--- config.mk ---
export PLATFORM = sky130hd
export DESIGN_NAME = seq_det_frame_ctrl
export DESIGN_NICKNAME = d
export VERILOG_FILES = /design/src/rtl/seq_det_frame_ctrl.sv
export SDC_FILE = /design/constraint.sdc
export NUM_CORES = 1
export LEC_CHECK = 0
export ABC_AREA = 1
export CORE_UTILIZATION = 28
export DETAILED_ROUTE_END_ITERATION = 10
export SLEW_MARGIN = 0
export SYNTH_ARGS = -nofsm -noshare
export SYNTH_HDL_FRONTEND = slang
export SYNTH_SLANG_ARGS = --single-unit
--- constraint.sdc ---
create_clock -name clk -period 4.3 [get_ports clk]
set_input_delay 1.075 -clock clk [delete_from_list [all_inputs] [get_ports clk]]
set_output_delay 1.075 -clock clk [all_outputs]
set_load 0.01 [all_outputs]
--- src/rtl/seq_det_frame_ctrl.sv ---
// Frame controller for the serial sequence detector: takes words over valid/ready,
// serialises them onto det_x, and counts det_z matches within a latency-aligned window.
module seq_det_frame_ctrl #(
   parameter int WORD_W    = 8,
   parameter int LEN_W     = 4,
   parameter int CNT_W     = 8,
   parameter int DET_LAT   = 1,
   parameter int MSB_FIRST = 1
) (
   input  logic              clk,
   input  logic              rst,
   input  logic              start,
   input  logic [LEN_W-1:0]  frame_len,
   input  logic              in_valid,
   input  logic [WORD_W-1:0] in_data,
   output logic              in_ready,
   output logic              det_rst,
   output logic              det_x,
   input  logic              det_z,
   output logic              busy,
   output logic              done,
   output logic [CNT_W-1:0]  match_cnt,
   output logic              sat,
   output logic              err
);

   localparam int BW = (WORD_W > 1) ? $clog2(WORD_W) : 1;
   localparam int DW = (DET_LAT > 1) ? $clog2(DET_LAT) : 1;

   typedef enum logic [2:0] {IDLE, ARM, RUN, DRAIN, DONE} state_t;

   state_t              state, state_nxt;
   logic [LEN_W-1:0]    len_q;
   logic [LEN_W-1:0]    words_acc;
   logic [WORD_W-1:0]   shreg;
   logic [WORD_W-1:0]   hold_q;
   logic                hold_full;
   logic [BW-1:0]       bit_cnt;
   logic [DW-1:0]       drain_cnt;
   logic [DET_LAT-1:0]  flag_d;

   logic accept;
   logic last_bit;
   logic words_left;

   assign accept     = in_valid & in_ready;
   assign last_bit   = (bit_cnt == BW'(WORD_W - 1));
   assign words_left = hold_full | (words_acc != len_q);

   // State register
   always_ff @(posedge clk) begin
      if (rst) state <= IDLE;
      else     state <= state_nxt;
   end

   // Next state and state-decoded outputs; in_ready depends only on registered state
   always_comb begin
      state_nxt = state;
      in_ready  = 1'b0;
      busy      = 1'b1;
      done      = 1'b0;
      det_x     = 1'b0;
      case (state)
         IDLE: begin
            busy = 1'b0;
            if (start) state_nxt = (frame_len == '0) ? DONE : ARM;
         end
         ARM: begin
            in_ready = 1'b1;
            if (in_valid) state_nxt = RUN;
         end
         RUN: begin
            in_ready = ~hold_full & (words_acc < len_q);
            det_x    = (MSB_FIRST != 0) ? shreg[WORD_W-1] : shreg[0];
            if (last_bit) begin
               if (!words_left)            state_nxt = DRAIN;
               else if (hold_full | accept) state_nxt = RUN;
               else                         state_nxt = DONE;
            end
         end
         DRAIN: begin
            if (drain_cnt == DW'(DET_LAT - 1)) state_nxt = DONE;
         end
         DONE: begin
            done      = 1'b1;
            state_nxt = IDLE;
         end
         default: state_nxt = IDLE;
      endcase
   end

   assign det_rst = rst | ((state != RUN) & (state != DRAIN));

   // Datapath: shift register with one-word prefetch, frame bookkeeping and match counting
   always_ff @(posedge clk) begin
      if (rst) begin
         len_q     <= '0;
         words_acc <= '0;
         shreg     <= '0;
         hold_q    <= '0;
         hold_full <= 1'b0;
         bit_cnt   <= '0;
         drain_cnt <= '0;
         flag_d    <= '0;
         match_cnt <= '0;
         sat       <= 1'b0;
         err       <= 1'b0;
      end else begin
         flag_d <= DET_LAT'({flag_d, (state == RUN)});

         if ((state == IDLE) && start) begin
            len_q     <= frame_len;
            words_acc <= '0;
            hold_full <= 1'b0;
            match_cnt <= '0;
            sat       <= 1'b0;
            err       <= 1'b0;
         end else if (det_z && flag_d[DET_LAT-1]) begin
            if (match_cnt == {CNT_W{1'b1}}) sat       <= 1'b1;
            else                            match_cnt <= match_cnt + CNT_W'(1);
         end

         case (state)
            ARM: begin
               if (accept) begin
                  shreg     <= in_data;
                  bit_cnt   <= '0;
                  words_acc <= words_acc + LEN_W'(1);
               end
            end
            RUN: begin
               drain_cnt <= '0;
               if (accept) words_acc <= words_acc + LEN_W'(1);
               if (last_bit) begin
                  bit_cnt <= '0;
                  if (hold_full) begin
                     shreg     <= hold_q;
                     hold_full <= 1'b0;
                  end else if (accept) begin
                     shreg <= in_data;
                  end else if (words_left) begin
                     err <= 1'b1;
                  end
               end else begin
                  bit_cnt <= bit_cnt + BW'(1);
                  shreg   <= (MSB_FIRST != 0) ? (shreg << 1) : (shreg >> 1);
                  if (accept) begin
                     hold_q    <= in_data;
                     hold_full <= 1'b1;
                  end
               end
            end
            DRAIN: drain_cnt <= drain_cnt + DW'(1);
            default: ;
         endcase
      end
   end

endmodule

# Yosys cells after proc, flatten, opt, wreduce, memory -nomap -nowiden

Cells that the tools add are included.

Flip-flop bits (word level): 43
Input port bits: 17
Output and inout bits: 15

$add $sub $neg: 4
Order comparisons: 1
Equality and inequality tests: 14
Mux-type cells: 34
Bitwise gates (word level): 9
Reductions and logical operators: 13

Operators by type and width:

| kind                | number |
|---|---|
| $mux 3              | 9 |
| $mux 8              | 3 |
| $pmux 8 s2          | 1 |
| $mux 1              | 14 |
| $mux 4              | 3 |
| $pmux 3 s4          | 1 |
| $ne 2x2->1 const B  | 5 |
| $add 8x1->8 const B | 1 |
| $eq 8x8->1 const B  | 1 |
| $eq 3x2->1 const B  | 2 |
| $eq 3x3->1 const B  | 2 |
| $ne 3x2->1 const B  | 2 |
| $pmux 3 s2          | 1 |
| $reduce_and 2->1    | 3 |
| $add 4x1->4 const B | 1 |
| $logic_not 4->1     | 1 |
| $lt 4x4->1          | 1 |
| $ne 4x4->1          | 1 |
| $pmux 1 s2          | 2 |
| $reduce_and 4->1    | 1 |
| $reduce_bool 2->1   | 2 |
| $reduce_or 2->1     | 2 |
| $add 3x1->3 const B | 1 |
| $and 1x1->1         | 3 |
| 7 further kinds     | 12 |

# Longest topological paths before layout

Word-level depth: 9
Gate-level depth with buffers: 15
Gate-level depth less buffers: 14

# Worst setup path before layout

Ideal clock, no wire load.

Kind: input-to-output
From: in rst
To: out det_rst
Data arrival time: 1.510 ns
Required time: 3.225 ns
Slack: 1.715 ns
Stages: 3
Buffers on the path: 1
Path through: inv_1 > buf_2 > nand3_1

Cells in the longest elaborated chain, start to end: 1

RTL lines:

| element            | line | source |
|---|---|---|
| start: declaration | 11   | `input logic rst,` |
| $or 1x1->1         | 92   | `assign det_rst = rst \| ((state != RUN) & (state != DRAIN));` |
| end: declaration   | 17   | `output logic det_rst,` |

No other way between the ends.

# Final worst setup path

Ends and elaborated chain as after synthesis.

==> flow_metrics.env <==
export IMPL_status="complete, no violations"
export IMPL_synth_fa_ha_area_frac=0.04175
export IMPL_area_growth_pct=19.31
export IMPL_num_rows=33
export IMPL_switching_power_mw=0.5340
export IMPL_clk_pin_slew_worst_paths_ps=80
export IMPL_endpoint_kind="output port"
export IMPL_cts_sinks=43
export IMPL_grt_pass1_vias=2072
export IMPL_place_inst=487
export IMPL_path_buf_inv=3
export IMPL_dr_pass1_iters=6
export IMPL_holdPathStages=2
export IMPL_final_cells=494
export IMPL_grt_remaining_overflow=0
export IMPL_min_period_over_period=0.7621
export IMPL_cts_buffers=5
export IMPL_dpl_hpwl_mm=3.941
export IMPL_clock_path_buffers=2
export IMPL_rsz0062_at_grt="no"
export IMPL_grt_pass1_wl_mm=9.528
export IMPL_slew_headroom=0.4381
export IMPL_critPathTopFamily="buffers and inverters"
export IMPL_vias_per_cell=4.553
export IMPL_swShare=0.4051
export IMPL_drive_gt1_frac=0.05913
export IMPL_clock_skew_ps=3.591
export IMPL_tightestPinTransition_ps=839.7
export IMPL_cpMostUsedCell="clkdlybuf4s50_1"
export IMPL_fin_ws_ps=1023
export IMPL_combPwrFrac=0.416
export IMPL_synth_compound_area_share=0.1237
export IMPL_ctsHoldBuffers=0
export IMPL_crit_chain="clkdlybuf4s50_1 -> inv_1 -> nand3_1 -> clkdlybuf4s50_1"
export IMPL_cts_htree_levels=2
export IMPL_dieArea_mm2=0.008936
export IMPL_ios=32
export IMPL_grtUsageTotal=0.1337
export IMPL_num_vias=2249
export IMPL_cts_tree="done"
export IMPL_grt_max_degree=24
export IMPL_powerDensity_mw_per_mm2=460.9
export IMPL_ys_types=38
export IMPL_cts_setup_buffers=0
export IMPL_ys_warnings_count=0
export IMPL_drt_iter0_drc=100
export IMPL_intPower_mw=0.7844
export IMPL_synth_top_family_by_area="simple AND/OR/NAND/NOR gates"
export IMPL_ys_flop_type="dfxtp_1"
export IMPL_synth_edf_count=0
export IMPL_arrival_ps=2200
export IMPL_worstPathMaxFanout=2
export IMPL_cpMaxStageDelayCell="clkdlybuf4s50_1"
export IMPL_final_max_slew_viol_count=0
export IMPL_critPathRequiredTime_ps=3220
export IMPL_placed_area_mm2=0.002773
export IMPL_synth_cells=362
export IMPL_p_clk_frac=0.199
export IMPL_seqPwrFrac=0.385
export IMPL_clk_latency_ps=290
export IMPL_routed_wl_mm=5.450
export IMPL_ys_seq_area_frac=0.3591
export IMPL_synthesis_area_mm2=0.002397
export IMPL_final_cell_mix="nand2_1 (100), inv_1 (57), dfxtp_1 (43)"
export IMPL_period_minus_slack_ps=3277
export IMPL_finalSetupViolCount=0
export IMPL_cts_repair_resized=0
export IMPL_path_class="input port to output port"
export IMPL_io_buffer_count=31
export IMPL_place_ws_ps=1015
export IMPL_synth_xor_area_share=0.01096
export IMPL_ant_nets=0
export IMPL_postSynthAreaPerCell_um2=6.622
export IMPL_n_antenna_cell=0
export IMPL_peakVddDrop_mv=0.1868
export IMPL_hold_violations=0
export IMPL_synthMuxAreaShare=0
export IMPL_layout_commonest_cell="nand2_1"
export IMPL_antenna_found_initial=0
export IMPL_startpoint_type="input port"
export IMPL_drv_cap=0
export IMPL_avgRoutedWirePerCell_um=11.03
export IMPL_synth_seq_cells=43
export IMPL_root_buffer="clkbuf_8"
export IMPL_nFillCells=887
export IMPL_mappedNetlistNets=387
export IMPL_p_leak_nw=1.314
export IMPL_max_stage_delay_ps=530
export IMPL_fp_coreArea_mm2=0.008258
export IMPL_gp_congestion=0.7564
export IMPL_async_flop_share=0
export IMPL_tns_ps=0
export IMPL_fp_dieW_um=94.53
export IMPL_initial_core_util=0.2903
export IMPL_cp_depth=4
export IMPL_yosys_area_share_simple=0.3319
export IMPL_die_h_um=94.53
export IMPL_r2r_cells=5
export IMPL_fmax_mhz=305.1
export IMPL_final_nets=414
export IMPL_hold_path_class="flip-flop to flip-flop"
export IMPL_drc=0
export IMPL_final_cell_area_mm2=0.002860
-- routing by layer --
metal	part of all wire	wire length (µm)	global-route usage
met4	0.011	58	0.03030
met5	0	0	0
met1	0.47	2550	0.1647
met3	0.037	203	0.02979
met2	0.48	2637	0.2361
-- metrics by stage --
stage,total power [mW],utilization,hold WS (ps)
after floorplan,0.9468,-,434.9
after global placement,1.057,0.3358,450.8
after detailed placement,1.066,0.3358,451.8
after CTS,1.331,0.3464,464.1
after global routing,1.447,0.3464,480.2
final,1.318,0.3464,460.1
-- final timing paths --
kind                               start   endpoint  slack, ps
worst min-delay path            len_q[2]   len_q[2]        460
worst min register to register  len_q[2]   len_q[2]        460
worst max register to register  state[1]  hold_q[6]       2190
worst max-delay path                 rst    det_rst       1020
-- logic make-up after synthesis --
| kind of cell | Yosys count |
|---|---|
| XOR/XNOR | 3 |
| AND/OR/NAND/NOR | 179 |
| buffers and inverters | 74 |
| adder cells (fa/ha/maj) | 8 |
| AO/OA/AOI/OAI | 55 |
| flip-flops | 43 |
-- cells in the mapped netlist (2+ instances only) --
cell | number | area [µm²]
o21ai_0 | 12 | 60.06
clkbuf_1 | 2 | 7.510
xnor2_1 | 2 | 17.52
nand4_1 | 6 | 37.54
nand2_4 | 3 | 33.78
nor3_1 | 3 | 15.01
a21oi_1 | 26 | 130.1
nand3_1 | 30 | 150.1
ha_1 | 8 | 100.1
nor2_1 | 27 | 101.4
o21ai_1 | 9 | 45.04
nand2_2 | 3 | 18.77
buf_1 | 2 | 7.510
a31oi_1 | 2 | 12.51
inv_1 | 57 | 214.0
buf_6 | 3 | 33.78
dfxtp_1 | 43 | 860.8
nand2_1 | 100 | 375.4
buf_2 | 5 | 25.02
-- layout make-up --
| class | instances | area, µm² | share of cell area |
|---|---|---|---|
| tap | 105 | 131.4 | 0.04593 |
| inverter | 61 | 236.5 | 0.08268 |
| clock inverter | 1 | 5.005 | 0.001750 |
| timing repair buffer | 33 | 325.3 | 0.1137 |
| clock buffer | 6 | 82.58 | 0.02887 |
| multi-input combinational | 245 | 1219 | 0.4261 |
| sequential | 43 | 860.8 | 0.3010 |
-- sequential cells by signal, summed over array words and instances, names as in the netlist, 3 cells and up --
signal and count:
shreg 8, state 3, bit_cnt 3, hold_q 8, len_q 4, match_cnt 8
words_acc 4
-- worst reg2reg max path, stage by stage (launching register included) --
cell     delay, ps
dfxtp_1        510
nand3_4        260
nor2_1         720
nand2_4        270
o21ai_1        190
nor2_1          50
-- power by group through the flow --
| stage | combinational (mW) | sequential (mW) | clock [mW] |
|---|---|---|---|
| 3_3_place_gp | 0.541 | 0.516 | 0 |
| 5_1_grt | 0.639 | 0.518 | 0.290 |
| 3_5_place_dp | 0.550 | 0.516 | 0 |
| 6_report | 0.549 | 0.508 | 0.262 |
| 4_1_cts | 0.553 | 0.507 | 0.271 |
| 2_1_floorplan | 0.456 | 0.490 | 0 |
(Power assumes the default switching activity.)
